File: src/rtl/pipe_hazard_ctrl.sv
// Stall/flush sequencer for the 5-stage pipeline: load-use bubbles, data-memory wait, branch redirect.
// Optional performance counters are enabled by defining HAZ_PERF_CNT_EN.
module pipe_hazard_ctrl #(
    parameter int MEM_WAIT_MAX = 15
`ifdef HAZ_PERF_CNT_EN
    ,
    parameter int CNT_W        = 32
`endif
) (
    input  logic             clk,
    input  logic             rst,
    input  logic [4:0]       id_rs1,
    input  logic [4:0]       id_rs2,
    input  logic             id_rs1_used,
    input  logic             id_rs2_used,
    input  logic [4:0]       ex_rd,
    input  logic             ex_RegWrite,
    input  logic             ex_MemtoReg,
    input  logic             mem_req,
    input  logic             mem_ready,
    input  logic             Branch_ALU,
    output logic             pc_we,
    output logic             pc_redirect,
    output logic             if_id_en,
    output logic             if_id_flush,
    output logic             id_ex_en,
    output logic             id_ex_flush,
    output logic             ex_mem_en,
    output logic             ex_mem_flush,
    output logic             mem_wb_bubble,
    output logic [1:0]       state,
    output logic             timeout_err
`ifdef HAZ_PERF_CNT_EN
    ,
    output logic [CNT_W-1:0] stall_cycles,
    output logic [CNT_W-1:0] flush_events,
    output logic [CNT_W-1:0] load_use_events
`endif
);

    typedef enum logic [1:0] {
        ST_RUN      = 2'b00,
        ST_MEM_WAIT = 2'b01,
        ST_REDIRECT = 2'b10
    } state_e;

    localparam logic [7:0] WAIT_MAX_W = 8'(MEM_WAIT_MAX);

    state_e     state_q, state_d;
    logic [7:0] wait_cnt_q, wait_cnt_d;
    logic       err_q, err_d;
    logic       mem_stall;
    logic       load_use;

    assign mem_stall = mem_req & ~mem_ready;

    // A just-flushed ID slot holds no real instruction, so REDIRECT masks the hazard.
    assign load_use = ex_MemtoReg & ex_RegWrite & (ex_rd != 5'd0) &
                      ((id_rs1_used & (id_rs1 == ex_rd)) |
                       (id_rs2_used & (id_rs2 == ex_rd))) &
                      (state_q != ST_REDIRECT);

    always_comb begin
        pc_we         = 1'b0;
        pc_redirect   = 1'b0;
        if_id_en      = 1'b0;
        if_id_flush   = 1'b0;
        id_ex_en      = 1'b0;
        id_ex_flush   = 1'b0;
        ex_mem_en     = 1'b0;
        ex_mem_flush  = 1'b0;
        mem_wb_bubble = 1'b0;
        if (rst) begin
            if (mem_stall) begin
                mem_wb_bubble = 1'b1;
            end else if (Branch_ALU) begin
                pc_we        = 1'b1;
                pc_redirect  = 1'b1;
                if_id_en     = 1'b1;
                if_id_flush  = 1'b1;
                id_ex_en     = 1'b1;
                id_ex_flush  = 1'b1;
                ex_mem_en    = 1'b1;
                ex_mem_flush = 1'b1;
            end else if (load_use) begin
                id_ex_en     = 1'b1;
                id_ex_flush  = 1'b1;
                ex_mem_en    = 1'b1;
            end else begin
                pc_we        = 1'b1;
                if_id_en     = 1'b1;
                id_ex_en     = 1'b1;
                ex_mem_en    = 1'b1;
            end
        end
    end

    always_comb begin
        state_d    = state_q;
        wait_cnt_d = 8'd0;
        err_d      = err_q;
        case (state_q)
            ST_RUN: begin
                if (mem_stall)       state_d = ST_MEM_WAIT;
                else if (Branch_ALU) state_d = ST_REDIRECT;
                else                 state_d = ST_RUN;
            end
            ST_MEM_WAIT: begin
                if (mem_stall) begin
                    state_d    = ST_MEM_WAIT;
                    wait_cnt_d = (wait_cnt_q >= WAIT_MAX_W) ? WAIT_MAX_W : wait_cnt_q + 8'd1;
                    if (wait_cnt_d == WAIT_MAX_W) err_d = 1'b1;
                end else if (Branch_ALU) begin
                    state_d = ST_REDIRECT;
                end else begin
                    state_d = ST_RUN;
                end
            end
            ST_REDIRECT: begin
                state_d = mem_stall ? ST_MEM_WAIT : ST_RUN;
            end
            default: state_d = ST_RUN;
        endcase
    end

    always_ff @(posedge clk or negedge rst) begin
        if (!rst) begin
            state_q    <= ST_RUN;
            wait_cnt_q <= 8'd0;
            err_q      <= 1'b0;
        end else begin
            state_q    <= state_d;
            wait_cnt_q <= wait_cnt_d;
            err_q      <= err_d;
        end
    end

    assign state       = state_q;
    assign timeout_err = err_q;

`ifdef HAZ_PERF_CNT_EN
    logic [CNT_W-1:0] stall_q, flush_q, lu_q;
    logic             lu_bubble;

    // The load-use bubble is the only action that flushes ID_EX without redirecting.
    assign lu_bubble = id_ex_flush & ~pc_redirect;

    always_ff @(posedge clk or negedge rst) begin
        if (!rst) begin
            stall_q <= '0;
            flush_q <= '0;
            lu_q    <= '0;
        end else begin
            if (!pc_we)      stall_q <= stall_q + 1'b1;
            if (pc_redirect) flush_q <= flush_q + 1'b1;
            if (lu_bubble)   lu_q    <= lu_q + 1'b1;
        end
    end

    assign stall_cycles    = stall_q;
    assign flush_events    = flush_q;
    assign load_use_events = lu_q;
`endif

endmodule
File: config.mk
export PLATFORM = sky130hd
export DESIGN_NAME = pipe_hazard_ctrl
export DESIGN_NICKNAME = d
export VERILOG_FILES = /design/src/rtl/pipe_hazard_ctrl.sv
export SDC_FILE = /design/constraint.sdc
export NUM_CORES = 1
export LEC_CHECK = 0
export CAP_MARGIN = 20
export CELL_PAD_IN_SITES_DETAIL_PLACEMENT = 0
export CELL_PAD_IN_SITES_GLOBAL_PLACEMENT = 1
export CORE_ASPECT_RATIO = 0.7
export CORE_MARGIN = 2
export CORE_UTILIZATION = 24
export CTS_CLUSTER_DIAMETER = 80
export CTS_CLUSTER_SIZE = 28
export DETAILED_ROUTE_END_ITERATION = 7
export PLACE_DENSITY = 0.84
export REMOVE_ABC_BUFFERS = 1
export SETUP_SLACK_MARGIN = 0.02
export SYNTH_ARGS = -nofsm -noshare
export SYNTH_HDL_FRONTEND = slang
export SYNTH_SLANG_ARGS = --single-unit
File: constraint.sdc
create_clock -name clk -period 1.8 [get_ports clk]
set_clock_uncertainty 0.15 [all_clocks]
set_input_delay 0.36 -clock clk [delete_from_list [all_inputs] [get_ports clk]]
set_output_delay 0.36 -clock clk [all_outputs]
set_load 0.01 [all_outputs]
[Word-level counts from Yosys, hierarchy flattened]
Index checks and enable logic that the tools add are counted.
Cells by class
  $add $sub $neg: 1
  multiply operators: 0
  div/mod/pow operators: 0
  magnitude comparators: 1
  eq/ne operators: 6
  shifts and indexed selects: 0
  muxes and demuxes: 22
  bitwise logic cells: 9
  reduce and logical (&&, ||, !) cells: 4
Operator list (count)
  8-bit 2-to-1 mux: 3
  1-bit 2-to-1 mux: 16
  5-bit equality test: 2
  8-bit by 1-bit adder with 8-bit output, second input constant: 1
  8-bit by 4-bit equality test with 1-bit output, second input constant: 1
  8-bit by 4-bit greater-or-equal comparator with 1-bit output, second input constant: 1
  1-bit AND: 7
  5-bit nonzero test: 1
  2-bit 2-to-1 mux: 2
  2-bit one-hot mux with 2 select lines: 1
  3-bit AND reduction: 1
  2-bit by 1-bit equality test with 1-bit output, second input constant: 1
  2-bit equality test, second input constant: 1
  2-bit logical NOT: 1
  2-bit inequality test, second input constant: 1
  2-bit OR reduction: 1
  1-bit NOT: 1
  1-bit bitwise OR: 1
Word-level totals
  register bits: 11
  latch bits: 0
  bits in writable memories: 0
  memory bits (read-only): 0
  input port bits: 24
  word-level logic and storage cells: 46
  memories kept: 0

[Longest topological paths before layout]
  depth after elaboration: 9
  gate-level depth with buffers: 6
  gate-level depth less buffers: 5

[Worst setup path after synthesis]
Ideal clock, no wire load.
  path type: input port to output port
  from: input ex_rd[1]
  to: output pc_we
  arrival: 1.416 ns
  required time: 1.290 ns
  slack: -0.126 ns
  stages: 4
  path buffers: 1
  path through: or4_1 o2111ai_2 o31a_1 buf_4
Between the ends
  cells in the longest elaborated chain, start to end: 9
  elaborated cells between the ends (all ways): 13
  those cells by class: eq/ne: 2; mux: 4; bitwise: 6; reduce/logical: 1
Ends and longest elaborated chain
  start, declared: RTL line 16  | input logic [4:0] ex_rd,
  5-bit equality test, on equally long branches: RTL line 59, 60
  1-bit AND, on equally long branches: RTL line 59, 60
  1-bit bitwise OR: RTL line 59  | ((id_rs1_used & (id_rs1 == ex_rd)) |
  1-bit AND *: RTL line 58  | assign load_use = ex_MemtoReg & ex_RegWrite & (ex_rd != 5'd0) &
  1-bit AND *: RTL line 60  | (id_rs2_used & (id_rs2 == ex_rd))) &
  1-bit 2-to-1 mux * (4 in series)
  end, declared: RTL line 22  | output logic pc_we,
Every way passes the cells marked *; elsewhere a longest branch is shown, timed or not.

[Final worst setup path]
  from: input id_rs1[1]
  to: output id_ex_flush
Between the ends
  cells in the longest elaborated chain, start to end: 9
Ends and longest elaborated chain
  start, declared: RTL line 12  | input logic [4:0] id_rs1,
  5-bit equality test: RTL line 59
  1-bit AND: RTL line 59
  1-bit bitwise OR: RTL line 59
  1-bit AND: RTL line 58
  1-bit AND: RTL line 60
  1-bit 2-to-1 mux: RTL line 85  | end else if (load_use) begin
  1-bit 2-to-1 mux: RTL line 76  | end else if (Branch_ALU) begin
  1-bit 2-to-1 mux: RTL line 74  | if (mem_stall) begin
  1-bit 2-to-1 mux: RTL line 73  | if (rst) begin
  end, declared: RTL line 27  | output logic id_ex_flush,
No other way between the ends.

==> results.cfg <==
[cts]
cts_sinks = 11
cts-root-buf = clkbuf_8
numCtsBuffers = 3
cts_tree = built
clk-insertion-delay-late_ps = 240
clockBufferDepth = 2
cts-htree-levels = 1
clk_pin_slew_ps = 50

[placement]
io_buffer_count = 35
hpwlAfterDp_mm = 1.423
gp_congestion = 0.6931
place_area_um2 = 1076

[critical_path]
startpoint_type = primary input
crit_type = primary input to primary output
end_kind = primary output
arrival_ps = 1600
r2r-end = timeout_err
r2r-start = wait_cnt_q[6]
rrSetupSlack_ps = 160
required_ps = 1290
rr_worst_depth = 4
path_max_fanout = 2

[power]
irDropWorstVdd_mv = 0.5063
p_leak_nw = 0.5505
power.density_nw_per_um2 = 604.0

[yosys]
syn_inst = 59
yosys_warnings = 0
syn_area_um2 = 634.4
avgSynthCellArea_um2 = 10.75
synth_cell_type_count = 25
ys_seq_area_share_pct = 43.39
ys_ff_latch = 11

[routing]
routed_wl_mm = 1.722
drt-met1-wl_um = 697
drt-initial-drc-count = 10
wl_per_cell_um = 12.21
via_count = 587
ant_nets = 0
top_layer = met3
drc = 0
first_pass_iters = 4
via_per_inst = 4.163
routed-wl-met2_um = 979
wl_met3_um = 45

[sta]
finalHoldViolCount = 0
finalMaxSlewViolations = 0
rsz0062_at_grt = yes
whs_ps = 180.6
fmax_ghz = 0.4730
fin_ws_ps = -314.3
min_period_ps = 2114
setup_viol = 3
setup_tns_ps = -823.1
min_period_over_period_pct = 117.5

[final_layout]
final_area_um2 = 1135
multiInputGateArea_um2 = 385.4
nNetsFinal = 133
antenna_cells = 0
seq_area_um2 = 275.3
drive_gt1_share_pct = 42.99
fillCellCount = 265
syn2layout_area_growth_pct = 78.90

[global_routing]
grt_overflow = 0
grt_pass1_vias = 550
grt_pass1_wl_mm = 2.470
track_usage_pct = 11.03
grt_max_degree = 12
grt_antenna_before_repair = 0

[worst_hold_path]
holdCritPathClass = primary input to asynchronous set/reset pin

[die]
chipWidth_um = 65.45
rows = 15
coreArea_um2 = 2477
die_area_um2 = 3077
ios = 36
die_h_um = 47.02
initial_core_util_pct = 25.61

[run]
cap_violations = 0

[run_status]
violations = negative setup slack
outcome = complete, but fails checks
==> sequential cells by signal, summed over array words and instances (netlist names) <==
| signal | count |
|---|---|
| wait_cnt_q | 8 |
| timeout_err | 1 |
| state | 2 |
==> placed cells by master (no fill, tap or decap), types with 2 or more instances in the layout <==
master,n
buf_4,10
clkbuf_8,3
xnor2_1,2
and2_1,2
dfrtp_1,11
clkdlybuf4s50_1,6
dlymetal6s2s_1,2
clkdlybuf4s15_1,3
o31a_1,2
xor2_1,8
or4_4,2
inv_2,2
dlygate4sd2_1,7
a21oi_1,5
nor4_2,2
clkbuf_2,5
conb_1,4
nand2_2,2
buf_2,6
buf_6,6
==> worst max-delay path, stage by stage <==
cell,delay [ps]
buf_6,90
xor2_1,150
nor4_2,320
a32oi_2,170
buf_4,160
o31ai_2,170
buf_2,170
==> how the worst max path moves through the flow <==
stage	from	endpoint
final	id_rs1[1]	id_ex_flush
after global routing	id_rs1[1]	id_ex_flush
after CTS	id_rs1[1]	id_ex_flush
after detailed placement	ex_rd[3]	id_ex_flush
after global placement	ex_rd[3]	id_ex_flush
after floorplan	ex_rd[1]	if_id_en
==> layout make-up <==
type / instances / share of cell area (%)
inverters: 3 / 0.9923
flip-flops and latches: 11 / 24.26
well taps: 34 / 3.749
multi-input cells: 44 / 33.96
clock inverters: 1 / 0.4410
clock buffers: 3 / 3.638
repair buffers: 45 / 32.97
==> kinds of logic after synthesis <==
group	after synthesis	share of synthesized area, %
AO/OA/AOI/OAI	12	16.17
XOR/XNOR	12	16.57
buffers and inverters	7	6.509
other	1	0.5911
AND/OR/NAND/NOR	15	14.79
adder cells (fa/ha/maj)	1	1.972
flip-flops	11	43.39
==> synthesized netlist by cell type, drive strengths merged <==
cell type	count	area, um2
a31oi	1	21.27
dfrtp	11	275.3
nor2b	1	6.260
nand3	1	5.000
xor2	9	78.83
xnor2	3	26.28
o21bai	1	7.510
nor4	2	12.51
nand2	3	11.26
a21oi	5	25.02
and2	2	12.52
ha	1	12.51
nor3b	1	7.510
inv	3	11.26
o2111ai	1	15.01
a32oi	1	8.760
nand2b	2	12.51
conb	1	3.750
o31a	2	17.52
buf	4	30.03
or4	2	18.77
nand3b	1	7.510
o31ai	1	7.510
==> report_power, final <==
part	switching, W	internal [W]	total [W]
Clock	0.0000914	0.000152	0.000243
Sequential	0.00000727	0.000261	0.000268
Combinational	0.0000749	0.0000991	0.000174
Total	0.000174	0.000512	0.000685
==> repair_timing <==
item                                    CTS  global route
resized for setup                        89             8
pin swaps                                15             2
endpoints found under the setup margin    9             8
setup buffers                             1             0
hold buffers                              0             0
==> through the flow <==
step | cells | worst slack (ps) | total power, W | util [%]
floorplan | 58 | -36.97 | 0.0003240 | -
global placement | 136 | -1099 | 0.0004458 | 43.43
detailed placement | 136 | -1138 | 0.0004495 | 43.43
CTS | 141 | -322.2 | 0.0006985 | 46.57
global route | 141 | -359.2 | 0.0007183 | 45.81
finish | 141 | -314.3 | 0.0006855 | 45.81
==> routing by layer <==
metal  up-vias  global-route usage, %
met4         0                  2.500
met1       287                  14.39
met5         -                      0
met2         9                  18.98
met3         0                  2.878
li1        291                      -
(Power assumes the default switching activity.)
